**config.mk**
```make
export PLATFORM = sky130hd
export DESIGN_NAME = uart_tx_queue
export DESIGN_NICKNAME = d
export VERILOG_FILES = /design/src/rtl/uart_tx_queue.sv
export SDC_FILE = /design/constraint.sdc
export NUM_CORES = 1
export LEC_CHECK = 0
export BUFFER_PORTS_ARGS = -buffer_cell sky130_fd_sc_hd__buf_2
export CAP_MARGIN = 20
export CORE_ASPECT_RATIO = 1.75
export CORE_UTILIZATION = 41
export DETAILED_ROUTE_END_ITERATION = 10
export GPL_ROUTABILITY_DRIVEN = 0
export PLACE_DENSITY = 0.64
export SETUP_SLACK_MARGIN = 0.05
export SYNTH_ARGS = -nofsm -noshare
export SYNTH_HDL_FRONTEND = slang
export SYNTH_SLANG_ARGS = --single-unit
```
**constraint.sdc**
```tcl
create_clock -name clk -period 7.4 [get_ports clk]
set_input_delay 1.48 -clock clk [delete_from_list [all_inputs] [get_ports clk]]
set_output_delay 1.48 -clock clk [all_outputs]
set_load 0.03 [all_outputs]
```
**src/rtl/uart_tx_queue.sv**
```systemverilog
// Transmit byte queue feeding a UART core: circular FIFO plus launch/track FSM.
// Optional CR-before-LF insertion when UART_TXQ_CRLF_EN is defined.
module uart_tx_queue #(
  parameter int DEPTH_LOG2     = 4,
  parameter int LAUNCH_TIMEOUT = 4
) (
  input  logic                  clk,
  input  logic                  rst,
  input  logic                  wr_en,
  input  logic [7:0]            wr_data,
  input  logic                  clr_overflow,
  output logic                  full,
  output logic                  empty,
  output logic [DEPTH_LOG2:0]   count,
  output logic                  overflow,
  output logic                  busy,
  output logic                  uart_transmit,
  output logic [7:0]            uart_tx_byte,
  input  logic                  uart_is_transmitting
);

  localparam int DEPTH = 1 << DEPTH_LOG2;
  localparam int CW    = DEPTH_LOG2 + 1;
  localparam int TW    = $clog2(LAUNCH_TIMEOUT + 1);
  localparam logic [CW-1:0] DEPTH_C = CW'(DEPTH);

  typedef enum logic [1:0] {
    S_IDLE,
    S_LAUNCH,
    S_WAIT_BUSY,
    S_WAIT_DONE
  } state_t;

  state_t                state;
  logic [7:0]            mem [DEPTH];
  logic [DEPTH_LOG2-1:0] wr_ptr;
  logic [DEPTH_LOG2-1:0] rd_ptr;
  logic [TW-1:0]         tmr;
  logic [7:0]            head;
  logic [7:0]            launch_byte;
  logic                  push;
  logic                  pop;
  logic                  launch;

  assign full   = count == DEPTH_C;
  assign empty  = count == '0;
  assign busy   = (state != S_IDLE) || !empty;
  assign head   = mem[rd_ptr];
  assign push   = wr_en && !full;
  assign launch = (state == S_IDLE) && !empty && !uart_is_transmitting;

`ifdef UART_TXQ_CRLF_EN
  logic cr_sent;
  logic cr_now;

  // An LF at the head is sent as CR first and stays queued for the next launch
  assign cr_now      = launch && (head == 8'h0A) && !cr_sent;
  assign pop         = launch && !cr_now;
  assign launch_byte = cr_now ? 8'h0D : head;

  always_ff @(posedge clk) begin
    if (rst) begin
      cr_sent <= 1'b0;
    end else if (cr_now) begin
      cr_sent <= 1'b1;
    end else if (launch) begin
      cr_sent <= 1'b0;
    end
  end
`else
  assign pop         = launch;
  assign launch_byte = head;
`endif

  always_ff @(posedge clk) begin
    if (push) begin
      mem[wr_ptr] <= wr_data;
    end
  end

  always_ff @(posedge clk) begin
    if (rst) begin
      wr_ptr   <= '0;
      rd_ptr   <= '0;
      count    <= '0;
      overflow <= 1'b0;
    end else begin
      if (push) begin
        wr_ptr <= wr_ptr + DEPTH_LOG2'(1);
      end
      if (pop) begin
        rd_ptr <= rd_ptr + DEPTH_LOG2'(1);
      end
      if (push && !pop) begin
        count <= count + CW'(1);
      end else if (pop && !push) begin
        count <= count - CW'(1);
      end
      if (wr_en && full) begin
        overflow <= 1'b1;
      end else if (clr_overflow) begin
        overflow <= 1'b0;
      end
    end
  end

  always_ff @(posedge clk) begin
    if (rst) begin
      state         <= S_IDLE;
      uart_transmit <= 1'b0;
      uart_tx_byte  <= 8'h00;
      tmr           <= '0;
    end else begin
      unique case (state)
        S_IDLE: begin
          if (launch) begin
            uart_tx_byte  <= launch_byte;
            uart_transmit <= 1'b1;
            state         <= S_LAUNCH;
          end
        end
        S_LAUNCH: begin
          uart_transmit <= 1'b0;
          tmr           <= TW'(LAUNCH_TIMEOUT);
          state         <= S_WAIT_BUSY;
        end
        S_WAIT_BUSY: begin
          // A UART that never reports busy costs the byte; no retry
          if (uart_is_transmitting) begin
            state <= S_WAIT_DONE;
          end else if (tmr <= TW'(1)) begin
            state <= S_IDLE;
          end else begin
            tmr <= tmr - TW'(1);
          end
        end
        S_WAIT_DONE: begin
          if (!uart_is_transmitting) begin
            state <= S_IDLE;
          end
        end
        default: state <= S_IDLE;
      endcase
    end
  end

endmodule
```
Yosys cells after proc, flatten, opt, wreduce, memory -nomap -nowiden --
Memories as Yosys holds them, arrays and structs flattened. A register that Yosys moved wholly into a read port is not among the register bits. Index checks and enable logic that the tools add are counted.
Cells by class: $add $sub $neg 5, order comparisons 1, equality and inequality tests 9, mux-type cells 16, reductions and logical operators 23
Operators with widths (number):
- two-way mux 5 bit | 2
- nonzero test 2 bit | 5
- adder 4 x 1 -> 4 bit, second input constant | 2
- two-way mux 2 bit | 4
- != test 2 bit, second input constant | 4
- case mux 2 bit (4 select lines) | 1
- logical AND 1 bit | 6
- two-way mux 3 bit | 2
- case mux 3 bit (2 select lines) | 1
- AND reduction 3 bit | 2
- adder 5 x 1 -> 5 bit, second input constant | 1
- equality test 5 bit, second input constant | 1
- zero test 1 bit | 5
- zero test 5 bit | 1
- two-way mux 1 bit | 5
- subtractor 5 x 1 -> 5 bit, second input constant | 1
- equality test 2 bit, second input constant | 2
- AND reduction 2 bit | 2
- <= comparator 3 x 1 -> 1 bit, second input constant | 1
- != test 3 bit, second input constant | 1
- subtractor 3 x 1 -> 3 bit, second input constant | 1
- equality test 2 x 1 -> 1 bit, second input constant | 1
- zero test 2 bit | 1
- case mux 1 bit (2 select lines) | 1
- logical OR 1 bit | 1
Storage, ports and cells: bits in registers 20, bits in writable memories 128, input bits 13, output and inout port bits 18, logic and storage cells 62, memories kept 1
Memories:
- mem | words 16, width 8, rd ports 1, clocked after Yosys merged registers in 1, wr ports 1, RTL line 35 | logic [7:0] mem [DEPTH];

Depth between registers and ports, before layout --
Gate-level depths: netlist (run 1).
depth in word-level cells 7, gate-level depth with buffers 10, depth with buffers taken out 10

Worst setup path after synthesis (run 1) --
OpenSTA, ideal clock, no wires.
path kind in2reg, start point input port uart_is_transmitting, end point register count[4], library setup time 0.121 ns, data arrival time 3.441 ns, required time 7.279 ns, slack 3.839 ns, stages on the path 10, buffers on the path 0, cells stage by stage nor3_2 > a21boi_4 > inv_2 > ha_1 > inv_1 > ha_1 > a21o_1 > a21oi_1 > mux2i_1 > mux2_2
On the way: longest elaborated chain between the ends 5, elaborated cells on any way between the ends 7, those cells by class mux: 1; reduce/logical: 6
RTL lines:
- start: declaration | RTL line 19 | input logic uart_is_transmitting
- zero test 1 bit *
- logical AND 1 bit * | RTL line 50 | assign launch = (state == S_IDLE) && !empty && !uart_is_transmitting;
- zero test 1 bit | RTL line 94 | if (push && !pop) begin
- logical AND 1 bit | RTL line 94
- two-way mux 5 bit or nonzero test 2 bit (tied branches)
- end signal: assignment | RTL line 95 | count <= count + CW'(1);
- end signal: assignment | RTL line 97 | count <= count - CW'(1);
- end: declaration | RTL line 14 | output logic [DEPTH_LOG2:0] count,
Mark *: on every way between the ends. The rest lies on a longest branch, timed or not. A chain may end at the register's enable or synchronous reset.

Final worst setup path (run 1) --
Ends and elaborated chain as after synthesis.

==> results of run 1 <==
## registers in the layout (all words and copies together) (netlist names), 2 cells and up
signal and cells:
tmr 3, wr_ptr 4, count 5, uart_tx_byte 8, state 2, mem 128
rd_ptr 4
## synth_stat cells (3+ instances only)
cell	instances
o22ai_1	30
or3b_1	4
nor2_1	40
xnor2_1	3
o211ai_1	3
nand3_1	3
nor3_1	5
clkbuf_1	8
edfxtp_1	128
a211oi_1	7
inv_1	8
buf_4	5
a21oi_1	7
xor2_1	5
nand2_1	8
nor4_1	7
ha_1	11
dfxtp_1	28
o21ai_0	4
mux2i_1	65
buf_2	7
nand3b_1	5
## tightest hold or removal path: stages, from the launching register on
cell	delay [ps]
dfxtp_1	310
nor2_1	90
a211oi_1	50
## final cells by class
| type | instances | area [um2] |
|---|---|---|
| Multi-Input combinational cell | 237 | 1830 |
| Timing Repair Buffer | 34 | 178 |
| Sequential cell | 156 | 4410 |
| Fill cell | 1326 | 8090 |
| Clock buffer | 19 | 433 |
| Clock inverter | 12 | 100 |
| Inverter | 10 | 37.5 |
| Tap cell | 186 | 233 |
## cells by family after synthesis
| kind of cell | count (synthesis) | share of synthesized area |
|---|---|---|
| and+or+nand+nor | 85 | 0.0694 |
| xor gates and xnor gates | 8 | 0.0110 |
| muxes | 68 | 0.110 |
| AOI/OAI and AO/OA | 64 | 0.0708 |
| buffers and inverters | 32 | 0.0254 |
| DFF | 156 | 0.688 |
| adders and majority gates | 12 | 0.0246 |
## path summary, 6_finish.rpt
path,start,endpoint,slack (ps)
worst max-delay path,uart_is_transmitting,count[4],3760
worst min-delay path,uart_tx_byte[5],uart_tx_byte[5],500
worst max register to register,state[1],count[4],4370
worst min register to register,uart_tx_byte[5],uart_tx_byte[5],500
## metal layers
layer	wire length (um)	part of all wire
met2	7710	0.57
met5	0	0
met3	360	0.027
met4	383	0.028
met1	5010	0.37
## cells in the final DEF, fill, tap and decap left out, types with 2 or more instances in the layout
cell        instances
edfxtp_1          128
mux2i_1            65
nor2_1             40
buf_2              31
o22ai_1            30
dfxtp_1            27
clkbuf_16          17
ha_1               11
inv_1               8
nand2_1             8
a21oi_1             7
nor4_1              7
a211oi_1            7
nor3_1              5
nand3b_1            5
xor2_1              5
or3b_1              4
o21ai_0             4
clkinvlp_4          4
nand3_1             3
xnor2_1             3
o211ai_1            3
clkinv_2            3
inv_2               2
nand2b_1            2
or3_1               2
mux4_2              2
nor3b_1             2
a31oi_1             2
a21o_1              2
nor2b_1             2
clkbuf_1            2
clkinv_1            2
buf_4               2
## power groups by stage
| stage | sequential [mW] | combinational (mW) | clock [mW] |
|---|---|---|---|
| after floorplan | 1.15 | 0.358 | 0 |
| after global placement | 1.11 | 0.533 | 0 |
| after detailed placement | 1.11 | 0.548 | 0 |
| after CTS | 1.09 | 0.551 | 0.806 |
| after global routing | 1.10 | 0.602 | 0.835 |
| final | 1.09 | 0.549 | 0.794 |
## through the flow
stage,setup slack [ps],cells
floorplan,3840,425
global placement,3410,621
detailed placement,3300,621
CTS,3750,652
global route,3600,654
finish,3760,654
==> metrics.txt, run 1 <==
status=completed; sequential power share=0.448; layout cells sized above 1=0.158; CTS sink cnt=about 160; Crit. End Element=register; leakage power=between 2 and 2.5 nW; ANT cells=0; Switching Fraction=0.313; PostCTS Resize Cnt=0; maxcap violations=0; Worst Path Required=approximately 7700 ps; Post-synth EDFFs=around 130; setup TNS=0 ps; critical path, cell by cell=buf_2, nor3_2, a21boi_4, inv_2, ha_1, inv_1, ha_1, a21o_1, a21oi_1, mux2i_1, mux2_2; most used cell, CP=ha_1; largest net degree at the start of global routing=65; Num CTS Buffers=17; Power Total=2.43 mW; gr usage total=0.176; WL/cell=around 20 um; grt peak-use layer=met2; power density over the cells=~340 nW/um2; Starting Density=0.418; Psw=roughly 0.76 mW; largest area contributor in the netlist=edfxtp_1; Die Width=just under 100 um; Core ar.=around 15000 um2; drt via density=between 5 and 6; post-synth top area share=0.601; final hold vios=0; Area Overhead vs Synth=12.8%; Setup crit start kind=input port; total congestion overflow=0; most used flip-flop cell after synthesis=edfxtp_1; P_int=1.67 mW; GR Util met3=0.0332; CP Max Fanout=18; VDD IR-drop max=about 0.17 mV; Clock Tree Buf Depth=2; Clock power frac=0.326; Post-Syn Nets=450; Worst Max-Slew Pin Slew=around 1100 ps; Die Ht=between 150 and 200 um; first-pass GRT wire length=20100 um; reg2reg path depth=10; CP top delay family=compound AO/OA/AOI/OAI gates; combinational share of power=0.225; worst slew margin relative to its limit=0.255; via count=about 3600; Synth cell types=47; RSZ-0062 raised after global routing=false; HP Class=register to register; hpwl dp=9210 um; synthesized area=roughly 6400 um2; clk_lat worst skew=420 ps; nets=approximately 480; Min-Delay Path Depth=2; GR Util met2=0.328; synthesized instance count=roughly 430; register area share after synthesis=0.688; Bufs and invs on worst path=3; Hold WS=around 500 ps; Finished Cell Area=a little over 7000 um2; # H-tree levels=4; final core occ=0.471; CTS tree=built; final setup violation count=0; Final min period=between 3000 and 4000 ps; grt met1 use=0.180; CP Data Arrival Time=roughly 4000 ps; antenna-violating nets left=0; Core Rows=60; initial antenna violation count=0; CTS Root Cell=clkbuf_16; Iteration-0 DRC Markers=between 200 and 250; Slew Limit Fails=0; syn_area_per_cell=15.1 um2; f_max=275 MHz; asr flop ratio synth=0; clock skew=8.35 ps; CP max stage cell=a21boi_4; Yosys reg bits=about 160; # DRC=0; CP Class=input port to register; die area=between 15000 and 20000 um2; overall routed net length=~13000 um; CTS Hold Bufs=0; io pins=31; clock transition at the registers of the reported paths=about 60 ps; postcts setup bufs=0; dominant cells by area after synthesis=edfxtp_1 (60%), mux2i_1 (10%), dfxtp_1 (8.8%), o22ai_1 (2.9%), nor2_1 (2.3%); final period utilization=0.492; vias in the first global route=approximately 3700; IO buf count=30; Crit path largest cell delay=between 400 and 500 ps; CP Depth=11; 1st-pass router iterations=4; Synthesis Warnings=0; DP Area=~6700 um2
No activity file was read; power rests on OpenSTA's default activity.
==> run 2: changes to the inputs <==
--- a/config.mk
+++ b/config.mk
@@ -5,6 +5,7 @@
 export SDC_FILE = /design/constraint.sdc
 export NUM_CORES = 1
 export LEC_CHECK = 0
+export ABC_AREA = 1
 export BUFFER_PORTS_ARGS = -buffer_cell sky130_fd_sc_hd__buf_2
 export CAP_MARGIN = 20
 export CORE_ASPECT_RATIO = 1.75
==> constraint.sdc (replaced) <==
create_clock -name clk -period 3.38 [get_ports clk]
set_input_delay 0.676 -clock clk [delete_from_list [all_inputs] [get_ports clk]]
set_output_delay 0.676 -clock clk [all_outputs]
set_load 0.03 [all_outputs]
==> run 2 against run 1 <==
Die area increased by 7.0%. Sequential share of layout area is 4.5 points lower. Clock skew is essentially flat. Sequential power increased by 110%. Via count up 32%. Utilization up 0.41 points. Total power rose to 2.5 times the previous value. Area after synthesis rose by 7.2%. Non-clock buffer count rose by 1. Critical path type is now register to register.
==> metrics.txt, run 2 <==
drt via density=4.91 (was 5.49); largest area contributor in the netlist=edfxtp_1 (unchanged); dominant cells by area after synthesis=edfxtp_1 (56%), nand2_1 (13%), dfxtp_1 (8.2%), nand3_1 (6.9%), inv_1 (5.1%) (was edfxtp_1 (60%), mux2i_1 (10%), dfxtp_1 (8.8%), o22ai_1 (2.9%), nor2_1 (2.3%)); 1st-pass router iterations=5 (was 4); Core Rows=62 (was 60); Synth top cells by count=nand2_1 (230), edfxtp_1 (128), nand3_1 (95), inv_1 (93), nor2_1 (43) (was edfxtp_1 (128), mux2i_1 (65), nor2_1 (40), o22ai_1 (30), dfxtp_1 (28)); CTS tree=built (unchanged); die area=17300 um2 (was 16100 um2); hpwl dp=10600 um (was 9210 um); CP Class=register to register (was input port to register); Layout fillers=1515 (was 1326); Num CTS Buffers=17 (unchanged); layout cells sized above 1=0.0995 (was 0.158); CTS sink cnt=156 (unchanged); PostCTS Resize Cnt=0 (unchanged); setup TNS=0 ps (unchanged); nets=756 (was 481); maxcap violations=0 (unchanged); leakage power=3.33 nW (was 2.33 nW); Synthesis Warnings=0 (unchanged); # H-tree levels=4 (unchanged); io pins=31 (unchanged); f_max=roughly 440 MHz; IO buf count=30 (unchanged); final setup violation count=0 (unchanged); dpl ws=986 ps (was 3300 ps); Post-Syn Nets=731 (was 450); via count=4751 (was 3593); HP Class=register to register (unchanged); # DRC=0 (unchanged); status=completed (unchanged); VDD IR-drop max=0.929 mV (was 0.167 mV); Starting Density=0.419 (was 0.418); Power Total=6.11 mW (was 2.43 mW); CP Data Arrival Time=2660 ps (was 3950 ps); Setup WS post-layout=1090 ps (was 3760 ps); asr flop ratio synth=0 (unchanged); overall routed net length=15900 um (was 13500 um); crit path from=rd_ptr[2] (was uart_is_transmitting); register area share after synthesis=0.642 (was 0.688); Clock Tree Buf Depth=2 (unchanged); Yosys reg bits=156 (unchanged); Slew Limit Fails=0 (unchanged); total congestion overflow=0 (unchanged); Setup crit start kind=register (was input port); postcts setup bufs=0 (unchanged); Die Width=99.8 um (was 96.4 um); CP Max Fanout=19 (was 18); ANT cells=0 (unchanged); antenna-violating nets left=0 (unchanged); most common cell after layout, fill and taps aside=nand2_1 (was edfxtp_1); WL/cell=16.5 um (was 20.6 um); initial antenna violation count=0 (unchanged); end of the critical path=uart_tx_byte[7] (was count[4]); Die Ht=173 um (was 167 um); Crit Reg-Reg Endpoint=uart_tx_byte[7] (was count[4]); Hold WS=468 ps (was 502 ps); most common cell in the synthesized netlist=nand2_1 (was edfxtp_1); Iteration-0 DRC Markers=253 (was 211); final hold vios=0 (unchanged); Area Overhead vs Synth=13.5% (was 12.8%); reg2reg start=rd_ptr[2] (was state[1]); Worst Max-Slew Pin Slew=1010 ps (was 1120 ps); Worst Path Required=3750 ps (was 7710 ps); clk_lat worst skew=420 ps (about the same); reg2reg path depth=6 (was 10); Synth cell types=27 (was 47); post-synth top area share=0.561 (was 0.601); vias in the first global route=4594 (was 3651); final period utilization=0.678; CTS Hold Bufs=0 (unchanged); Most flops, register=mem (unchanged); worst slew margin relative to its limit=0.324 (was 0.255); most frequent cells in the layout=nand2_1 (230), edfxtp_1 (128), nand3_1 (95) (was edfxtp_1 (128), mux2i_1 (65), nor2_1 (40)); first-pass GRT wire length=24800 um (was 20100 um); Post-synth EDFFs=128 (unchanged); r2r setup slk=1090 ps (was 4370 ps); gr usage total=0.196 (was 0.176); CTS Root Cell=clkbuf_16 (unchanged); most used flip-flop cell after synthesis=edfxtp_1 (unchanged); largest net degree at the start of global routing=67 (was 65); Core ar.=16400 um2 (was 15300 um2); clock skew=8.33 ps (was 8.35 ps); power density over the cells=785 nW/um2 (was 337 nW/um2); Crit. End Element=register (unchanged); Largest regs=mem: 128 flops, uart_tx_byte: 8 flops, count: 5 flops (unchanged); max FFs per register=128 (unchanged); synthesized area=6860 um2 (was 6400 um2); synthesized instance count=706 (was 425); Final min period=2290 ps; RSZ-0062 raised after global routing=false (unchanged); syn_area_per_cell=9.71 um2 (was 15.1 um2); clock transition at the registers of the reported paths=60 ps (about the same)
==> run 2: cell count changes after synthesis, sizes merged, moves of 11 or more <==
cell   delta
nand3    +92
mux2i    -65
nand2   +224
buf      +11
inv      +87
o22ai    -29
==> run 2: cell type report <==
class,count,area (um2),share of cell area
sequential,156,4410,0.566
multi-input combinational,422,1910,0.245
clock buffer,19,443,0.0569
inverter,99,372,0.0477
tap,224,280,0.0360
clock inverter,13,190,0.0244
timing repair buffer,35,188,0.0241
==> run 2: cell families after synthesis <==
family	count (synthesis)	synth area share
buffers and inverters	128	0.0796
flip-flops	156	0.642
AO/OA/AOI/OAI	28	0.0214
adder cells (fa/ha/maj)	12	0.0230
XOR/XNOR	6	0.00766
AND/OR/NAND/NOR	376	0.226
==> run 2: routing by layer <==
| layer | global-route usage | vias to the layer above | wire, um |
|---|---|---|---|
| li1 | - | 2329 | - |
| met1 | 0.211 | 2200 | 5770 |
| met2 | 0.351 | 173 | 8570 |
| met3 | 0.0291 | 49 | 780 |
| met4 | 0.123 | 0 | 816 |
| met5 | 0 | - | 0 |
==> run 2: how the worst min path moves through the flow <==
stage	startpoint	endpoint	slack [ps]	cells past startpoint
6_report	overflow	overflow	470	2
5_1_grt	overflow	overflow	500	2
4_1_cts	overflow	overflow	470	2
3_5_place_dp	overflow	overflow	460	2
3_3_place_gp	uart_transmit	uart_transmit	460	2
2_1_floorplan	tmr[0]	tmr[0]	450	1
==> run 2: power by group <==
part / internal (mW) / switching, mW / total (mW) / leakage (nW)
Combinational: 0.493 / 1.29 / 1.78 / 1.64
Clock: 1.26 / 0.764 / 2.03 / 0.308
Sequential: 2.22 / 0.0877 / 2.31 / 1.39
==> run 2: worst max-delay path, cell delays in order (launching register included) <==
cell,delay [ps]
dfxtp_1,770
clkinv_1,690
nand3_1,420
nand3_1,130
nand3_1,110
nand2_1,60
inv_1,40
==> run 2: per-stage QoR <==
step | util | cell area, um2 | cells
6_report | 0.476 | 7780 | 968
3_3_place_gp | 0.437 | 7150 | 936
4_1_cts | 0.476 | 7780 | 968
3_5_place_dp | 0.437 | 7150 | 936
5_1_grt | 0.476 | 7780 | 968
2_1_floorplan | - | 6860 | 706
